### config.mk
export PLATFORM = sky130hd
export DESIGN_NAME = fifo_rd_stream_adapter
export DESIGN_NICKNAME = d
export VERILOG_FILES = /design/src/rtl/fifo_rd_pkg.sv /design/src/rtl/rd_skid_buf.sv /design/src/rtl/fifo_rd_stream_adapter.sv
export SDC_FILE = /design/constraint.sdc
export NUM_CORES = 1
export LEC_CHECK = 0
export CAP_MARGIN = 15
export CORE_UTILIZATION = 45
export DETAILED_ROUTE_END_ITERATION = 6
export GPL_ROUTABILITY_DRIVEN = 0
export PLACE_DENSITY = 0.81
export SYNTH_ARGS = -nofsm -noshare
export SYNTH_HDL_FRONTEND = slang
export SYNTH_HIERARCHICAL = 1
export SYNTH_SLANG_ARGS = --single-unit
### constraint.sdc
create_clock -name rclk -period 1.5 [get_ports rclk]
set_clock_uncertainty 0.15 [all_clocks]
set_input_delay 0.3 -clock rclk [delete_from_list [all_inputs] [get_ports rclk]]
set_output_delay 0.3 -clock rclk [all_outputs]
set_load 0.1 [all_outputs]
### src/rtl/fifo_rd_pkg.sv
// rtl/fifo_rd_pkg.sv - shared constants and pointer wrap helper for the FIFO read stream adapter
package fifo_rd_pkg;

  // Default data word width, matching the asynchronous FIFO
  localparam int FIFO_W = 4;

  // Default skid depth; 3 entries cover the registered read latency at full rate
  localparam int SKID_DEPTH = 3;

  // Width of the optional statistics counters
  localparam int STAT_W = 16;

  // Advance a circular index, wrapping depth-1 back to 0
  function automatic int unsigned ptr_inc(input int unsigned ptr, input int unsigned depth);
    return (ptr == depth - 32'd1) ? 32'd0 : ptr + 32'd1;
  endfunction

endpackage

### src/rtl/rd_skid_buf.sv
// rtl/rd_skid_buf.sv - circular skid buffer holding words captured from the FIFO read port
module rd_skid_buf
  import fifo_rd_pkg::*;
#(
  parameter int Width = FIFO_W,
  parameter int DEPTH = SKID_DEPTH,
  localparam int PW   = (DEPTH > 1) ? $clog2(DEPTH) : 1,
  localparam int CW   = $clog2(DEPTH + 1)
) (
  input  logic             clk,
  input  logic             rst,
  input  logic             push,
  input  logic [Width-1:0] push_data,
  input  logic             pop,
  output logic [Width-1:0] pop_data,
  output logic [CW-1:0]    count
);

  logic [Width-1:0] mem [DEPTH];
  logic [PW-1:0]    wr_ptr;
  logic [PW-1:0]    rd_ptr;
  int unsigned      count_next;

  // Occupancy after this cycle, kept wide so an underflow or overflow is visible
  always_comb begin
    count_next = 32'(count) + 32'(push) - 32'(pop);
  end

  // Pointer and occupancy state; a simultaneous push and pop leaves count unchanged
  always_ff @(posedge clk) begin
    if (rst) begin
      wr_ptr <= '0;
      rd_ptr <= '0;
      count  <= '0;
    end else begin
      if (push) begin
        wr_ptr <= PW'(ptr_inc(32'(wr_ptr), unsigned'(DEPTH)));
      end
      if (pop) begin
        rd_ptr <= PW'(ptr_inc(32'(rd_ptr), unsigned'(DEPTH)));
      end
      count <= CW'(count_next);
    end
  end

  // Storage is deliberately not reset; the output gate hides stale contents
  always_ff @(posedge clk) begin
    if (push) begin
      mem[wr_ptr] <= push_data;
    end
  end

  // Head word, forced to zero whenever the buffer is empty
  always_comb begin
    pop_data = (count != '0) ? mem[rd_ptr] : '0;
  end

  // The issue rule upstream must keep occupancy within the buffer
  always_ff @(posedge clk) begin
    if (!rst) begin
      assert (count_next <= unsigned'(DEPTH));
    end
  end

endmodule

### src/rtl/fifo_rd_stream_adapter.sv
// rtl/fifo_rd_stream_adapter.sv - FIFO read port to valid/ready stream adapter; optional FIFO_RD_STATS_EN adds word/stall counters
module fifo_rd_stream_adapter
  import fifo_rd_pkg::*;
#(
  parameter int Width = FIFO_W,
  parameter int DEPTH = SKID_DEPTH
) (
  input  logic              rclk,
  input  logic              r_rst,
  input  logic              fifo_empty,
  output logic              fifo_ren,
  input  logic [Width-1:0]  fifo_rdata,
  output logic              m_valid,
  output logic [Width-1:0]  m_data,
  input  logic              m_ready
`ifdef FIFO_RD_STATS_EN
  ,
  output logic [STAT_W-1:0] word_cnt,
  output logic [STAT_W-1:0] stall_cnt
`endif
);

  localparam int CW = $clog2(DEPTH + 1);

  logic          inflight;
  logic          pop;
  logic [CW-1:0] count;

  // Issue a read only when the word still in flight is guaranteed a free slot;
  // depends on registered state only, so m_ready never reaches fifo_ren
  always_comb begin
    fifo_ren = !r_rst && !fifo_empty && ((32'(count) + 32'(inflight)) < unsigned'(DEPTH));
  end

  // A read issued this cycle returns data on the next one
  always_ff @(posedge rclk) begin
    if (r_rst) begin
      inflight <= 1'b0;
    end else begin
      inflight <= fifo_ren;
    end
  end

  // Stream handshake derived from buffer occupancy
  always_comb begin
    m_valid = (count != '0);
    pop     = m_valid && m_ready;
  end

  rd_skid_buf #(
    .Width (Width),
    .DEPTH (DEPTH)
  ) u_skid (
    .clk       (rclk),
    .rst       (r_rst),
    .push      (inflight),
    .push_data (fifo_rdata),
    .pop       (pop),
    .pop_data  (m_data),
    .count     (count)
  );

`ifdef FIFO_RD_STATS_EN
  // Saturating counters for delivered words and downstream stall cycles
  always_ff @(posedge rclk) begin
    if (r_rst) begin
      word_cnt  <= '0;
      stall_cnt <= '0;
    end else begin
      if (pop && (word_cnt != {STAT_W{1'b1}})) begin
        word_cnt <= word_cnt + STAT_W'(1);
      end
      if (m_valid && !m_ready && (stall_cnt != {STAT_W{1'b1}})) begin
        stall_cnt <= stall_cnt + STAT_W'(1);
      end
    end
  end
`else
  // Statistics counters are not built in this configuration
`endif

endmodule

-- Yosys cells after proc, flatten, opt, wreduce, memory -nomap -nowiden
Memory sizes are Yosys's and may differ from the RTL's. A register that Yosys moved wholly into a read port is not among the register bits.
Cells that the tools add are included.
- memories kept: 1
- memory bits (writable): 12
- input bits: 8
- output and inout bits: 6
- bits in registers: 7
- logic and storage cells: 25
- add/sub/neg operators: 4
- equal/unequal tests: 2
- magnitude comparators: 1
- reduce and logical (&&, ||, !) cells: 6
- multiplexer cells: 7
- memory list (name ; words ; width ; read ports ; clocked after memory_dff ; write ports ; line ; RTL):
    u_skid.mem ; 3 ; 4 ; 1 ; 1 ; 1 ; rd_skid_buf.sv:19 ; logic [Width-1:0] mem [DEPTH];
- operator list (kind ; number):
    2-bit two-way mux ; 4
    2-bit by 1-bit adder with 2-bit output, second input constant ; 2
    2-bit equality test, second input constant ; 2
    4-bit two-way mux ; 1
    2-bit by 1-bit adder with 3-bit output ; 1
    1-bit logical AND ; 3
    3-bit by 2-bit < comparator with 1-bit output, second input constant ; 1
    1-bit logical NOT ; 2
    1-bit two-way mux ; 2
    2-bit nonzero test ; 1
    2-bit by 1-bit subtractor with 2-bit output ; 1

-- Longest topological paths before layout
- depth in word-level cells: 4
- depth in mapped cells: 6
- mapped depth without buffers: 6

-- Hierarchy
Netlist, hierarchy kept.
- by module, submodules not included (module ; instances ; area each (um^2) ; cells an instance):
    rd_skid_buf ; 1 ; 793.3 ; 57
    fifo_rd_stream_adapter ; 1 ; 83.8 ; 7

-- Worst setup path before layout
Ideal clock, no wire load.
- path kind: register -> output
- start point: reg inflight
- end point: out fifo_ren
- data required time: 1.050 ns
- arrival time: 4.201 ns
- buffers on the path: 0
- stages on the path, launching flop included: 4
- path slack: -3.151 ns
- cells stage by stage: dfxtp_1 -> ha_1 -> ha_1 -> a2111oi_1
- word-level cells in the longest chain between the ends: 3
- ends and longest elaborated chain (item ; line ; RTL):
    start: declaration ; fifo_rd_stream_adapter.sv:25 ; logic inflight;
    start signal: assignment ; fifo_rd_stream_adapter.sv:40 ; inflight <= fifo_ren;
    2-bit by 1-bit adder with 3-bit output ; -- ;
    3-bit by 2-bit < comparator with 1-bit output ; fifo_rd_stream_adapter.sv:32 ; fifo_ren = !r_rst && !fifo_empty && ((32'(count) + 32'(inflight)) < unsigned'(DEPTH));
    1-bit logical AND ; fifo_rd_stream_adapter.sv:32 ;
    end: declaration ; fifo_rd_stream_adapter.sv:11 ; output logic fifo_ren,
No other way between the ends.

-- Worst setup path after layout
- start point: reg u_skid.count[0]
- end point: out fifo_ren
- word-level cells in the longest chain between the ends: 3
- ends and longest elaborated chain (item ; line ; RTL):
    start: declaration ; rd_skid_buf.sv:16 ; output logic [CW-1:0] count
    start signal: assignment ; rd_skid_buf.sv:42 ; count <= CW'(count_next);
    2-bit by 1-bit adder with 3-bit output ; -- ;
    3-bit by 2-bit < comparator with 1-bit output ; fifo_rd_stream_adapter.sv:32 ;
    1-bit logical AND ; fifo_rd_stream_adapter.sv:32 ;
No other way between the ends.

==> results.py <==
metrics = {
    "timing": {
        "setup_viol": 10,
        "tns_ns": -3.12,
        "drv_slew": 0,
        "rsz0062_at_grt": "true",
        "period_needed_ns": 2.04,
        "max_freq_mhz": 490,
        "hold_violations": 0,
        "hold_ws_ns": 0.369,
        "slew_headroom_pct": 49.1,
        "worstMarginPinSlew_ns": 0.761,
        "worst_slack_ns": -0.541,
        "finalCritPeriodShare_pct": 136,
    },
    "synthesis": {
        "synth_top_area_share_pct": 41.1,
        "syn_inst": 64,
        "avgSynthCellArea_sq_um": 13.7,
        "syn_area_sq_um": 877,
        "synth_warnings": 6,
        "synth_area_leaders": "edfxtp_1 41%, dfxtp_1 21%, ha_1 5.7%, mux2i_1 4.6%, nor2b_1 4.3%",
        "yosys.area.top_type": "edfxtp_1",
        "yosysSeqAreaShare_pct": 61.6,
        "synth_fp_nets": 76,
        "yosysUniqueCellTypes": 21,
        "ys_seq_elements": 21,
    },
    "clock_tree": {
        "clockRootBuffer": "clkbuf_4",
        "htreeDepth": 1,
        "cts_tree": "built",
        "insertion_delay_ns": 0.29,
        "cts_sinks": 21,
        "clockBufferDepth": 2,
        "numCtsBuffers": 3,
        "clkTransAtPathRegs_ns": 0.11,
    },
    "critical_path": {
        "criticalPathCategory": "reg -> out",
        "slowest_stage": "dfxtp_2",
        "end_kind": "output pin",
        "required_ns": 1.05,
        "cp.arrival_ns": 1.59,
        "reg2reg_from": "u_skid/count[1]",
        "reg2reg_depth": 7,
        "worstSetupStartpoint": "u_skid/count[0]",
        "ff2ff_setup_slack_ns": -0.18,
        "worstReg2RegEnd": "u_skid/count[1]",
        "crit_top_cell": "ha_4",
        "critPathCapture": "fifo_ren",
        "max_stage_delay_ns": 0.36,
        "cp-start-kind": "flip-flop",
        "cp_max_fo": 3,
        "path_cells": "ha_4, ha_4, a2111oi_4, buf_12",
    },
    "die": {
        "dieArea_sq_mm": 0.00213,
        "io_pins": 14,
        "die_x_microns": 46.2,
        "die-height_microns": 46.2,
        "start_util_pct": 49.2,
        "rows": 15,
        "coreArea_sq_mm": 0.00178,
    },
    "placement": {
        "portBuffers": 13,
        "dpl-instance-area_sq_mm": 0.00124,
        "place_inst": 108,
        "place_ws_ns": -0.379,
        "dp_hpwl_microns": 1260,
    },
    "run_status": {
        "violations": "setup timing",
        "status": "finished with violations",
    },
    "power_and_ir_drop": {
        "irDropWorstVdd_uv": 849,
        "leakagePower_nw": 0.466,
        "p_total_mw": 2.09,
        "power_density_mw_per_mm2": 1610,
    },
    "final_layout": {
        "diodes": 0,
        "finalInstanceArea_sq_mm": 0.00129,
        "fin_nets": 101,
        "multi_input_area_sq_um": 420,
        "num-fill-cells": 121,
        "fin_util_pct": 72.6,
        "syn_to_final_growth_pct": 47.5,
        "seqCellArea_sq_um": 547,
        "stdcell_count": 113,
        "final_layout_size_suffix_gt1_share_pct": 37.5,
    },
    "global_route": {
        "antenna_found_initial": 0,
        "grt_max_degree": 12,
        "grt_pass1_vias": 558,
        "grt_pass1_wl_microns": 2570,
        "grt_overflow": 0,
        "grt.total_usage_pct": 17.7,
    },
    "detailed_routing": {
        "drt_pass1_iterations": 3,
        "viasPerCell": 4.96,
        "via_count": 561,
        "wl_per_cell_microns": 13.3,
        "drc": 0,
        "ant_nets": 0,
        "drtIter0Drc": 10,
        "drt_wl_total_microns": 1500,
    },
    "flow_run": {
        "drv_cap": 0,
    },
    "min_path": {
        "hp-class": "reg -> reg",
    },
}
## sequential cells by signal (all words and copies together) (netlist names), named ones only
signal	cells
u_skid/mem	12
u_skid/wr_ptr	2
inflight	1
u_skid/count	2
u_skid/rd_ptr	2
## report_power, final
group          switching (mW)  internal (mW)  total, mW
sequential             0.0676          0.678      0.746
clock                   0.147          0.103      0.251
combinational           0.620          0.471       1.09
## cell families (layout without fill, tap and decap cells)
| family | count (synthesis) | count (layout) | synth area share [%] |
|---|---|---|---|
| AND/OR/NAND/NOR | 18 | 18 | 13.0 |
| XOR/XNOR | 1 | 1 | 2.57 |
| AO/OA/AOI/OAI | 11 | 11 | 9.99 |
| flip-flops | 21 | 21 | 61.6 |
| multiplexers | 4 | 4 | 4.57 |
| adder cells (fa/ha/maj) | 4 | 4 | 5.71 |
| buffers and inverters | 5 | 29 | 2.57 |
## worst max-delay path, delay by kind of cell, from the launching register on
| kind | cells | cell delay, ns |
|---|---|---|
| flops | 1 | 0.36 |
| compound gates | 1 | 0.34 |
| fa+ha+maj | 2 | 0.38 |
| buf+inv | 1 | 0.22 |
## area by class of cell
cell class                 instances  share of cell area [%]
tap                               25                    2.42
clock buffer                       4                    2.03
multi-input combinational         38                    32.5
inverter                           4                    1.16
sequential                        21                    42.3
timing repair buffer              21                    19.6
## cell usage in the layout, fill, tap and decap left out, types with 2 or more instances in the layout
cell	Yosys	routed
clkdlybuf4s50_1	0	7
nand2b_1	3	3
buf_12	0	6
a211oi_4	0	4
ha_1	4	2
inv_1	4	4
clkbuf_4	0	3
dfxtp_1	9	6
nor2b_1	6	6
buf_4	1	7
dfxtp_2	0	2
a21oi_2	0	2
edfxtp_1	12	12
nand3b_1	2	2
ha_4	0	2
mux2i_1	4	3
nor2_1	3	3
## routing by layer
metal	track usage (%)	share of wire [%]	vias up
li1	-	-	279
met1	23.2	44	266
met2	27.3	51	12
met3	3.92	2.4	4
met4	9.41	1.9	0
met5	0	0	-
## synthesized netlist by cell type
cell type  instances
edfxtp_1          12
dfxtp_1            9
nor2b_1            6
a211oi_1           4
ha_1               4
inv_1              4
mux2i_1            4
a21oi_1            3
nand2b_1           3
nor2_1             3
nand3b_1           2
a2111oi_1          1
a2111oi_2          1
buf_4              1
nand2_1            1
nor3b_2            1
o21a_1             1
o21ba_1            1
or2_2              1
or3b_1             1
xnor3_1            1
## how the worst min path moves through the flow
stage / from / endpoint / slack (ns) / cells past startpoint
after floorplan: fifo_empty / inflight / 0.21 / 1
after global placement: u_skid/rd_ptr[1] / u_skid/rd_ptr[1] / 0.33 / 2
after detailed placement: u_skid/wr_ptr[1] / u_skid/wr_ptr[1] / 0.35 / 2
after CTS: u_skid/wr_ptr[1] / u_skid/wr_ptr[1] / 0.37 / 2
final: u_skid/wr_ptr[1] / u_skid/wr_ptr[1] / 0.37 / 2
after global routing: u_skid/wr_ptr[1] / u_skid/wr_ptr[1] / 0.40 / 2
## repair_timing
action	CTS	global route
pin swaps	1	0
endpoints found under the setup margin	10	12
hold buffers	0	0
resized for setup	5	1
endpoints found under the hold margin	0	0
buffers inserted	1	0
Power figures use the tool's default switching activity.
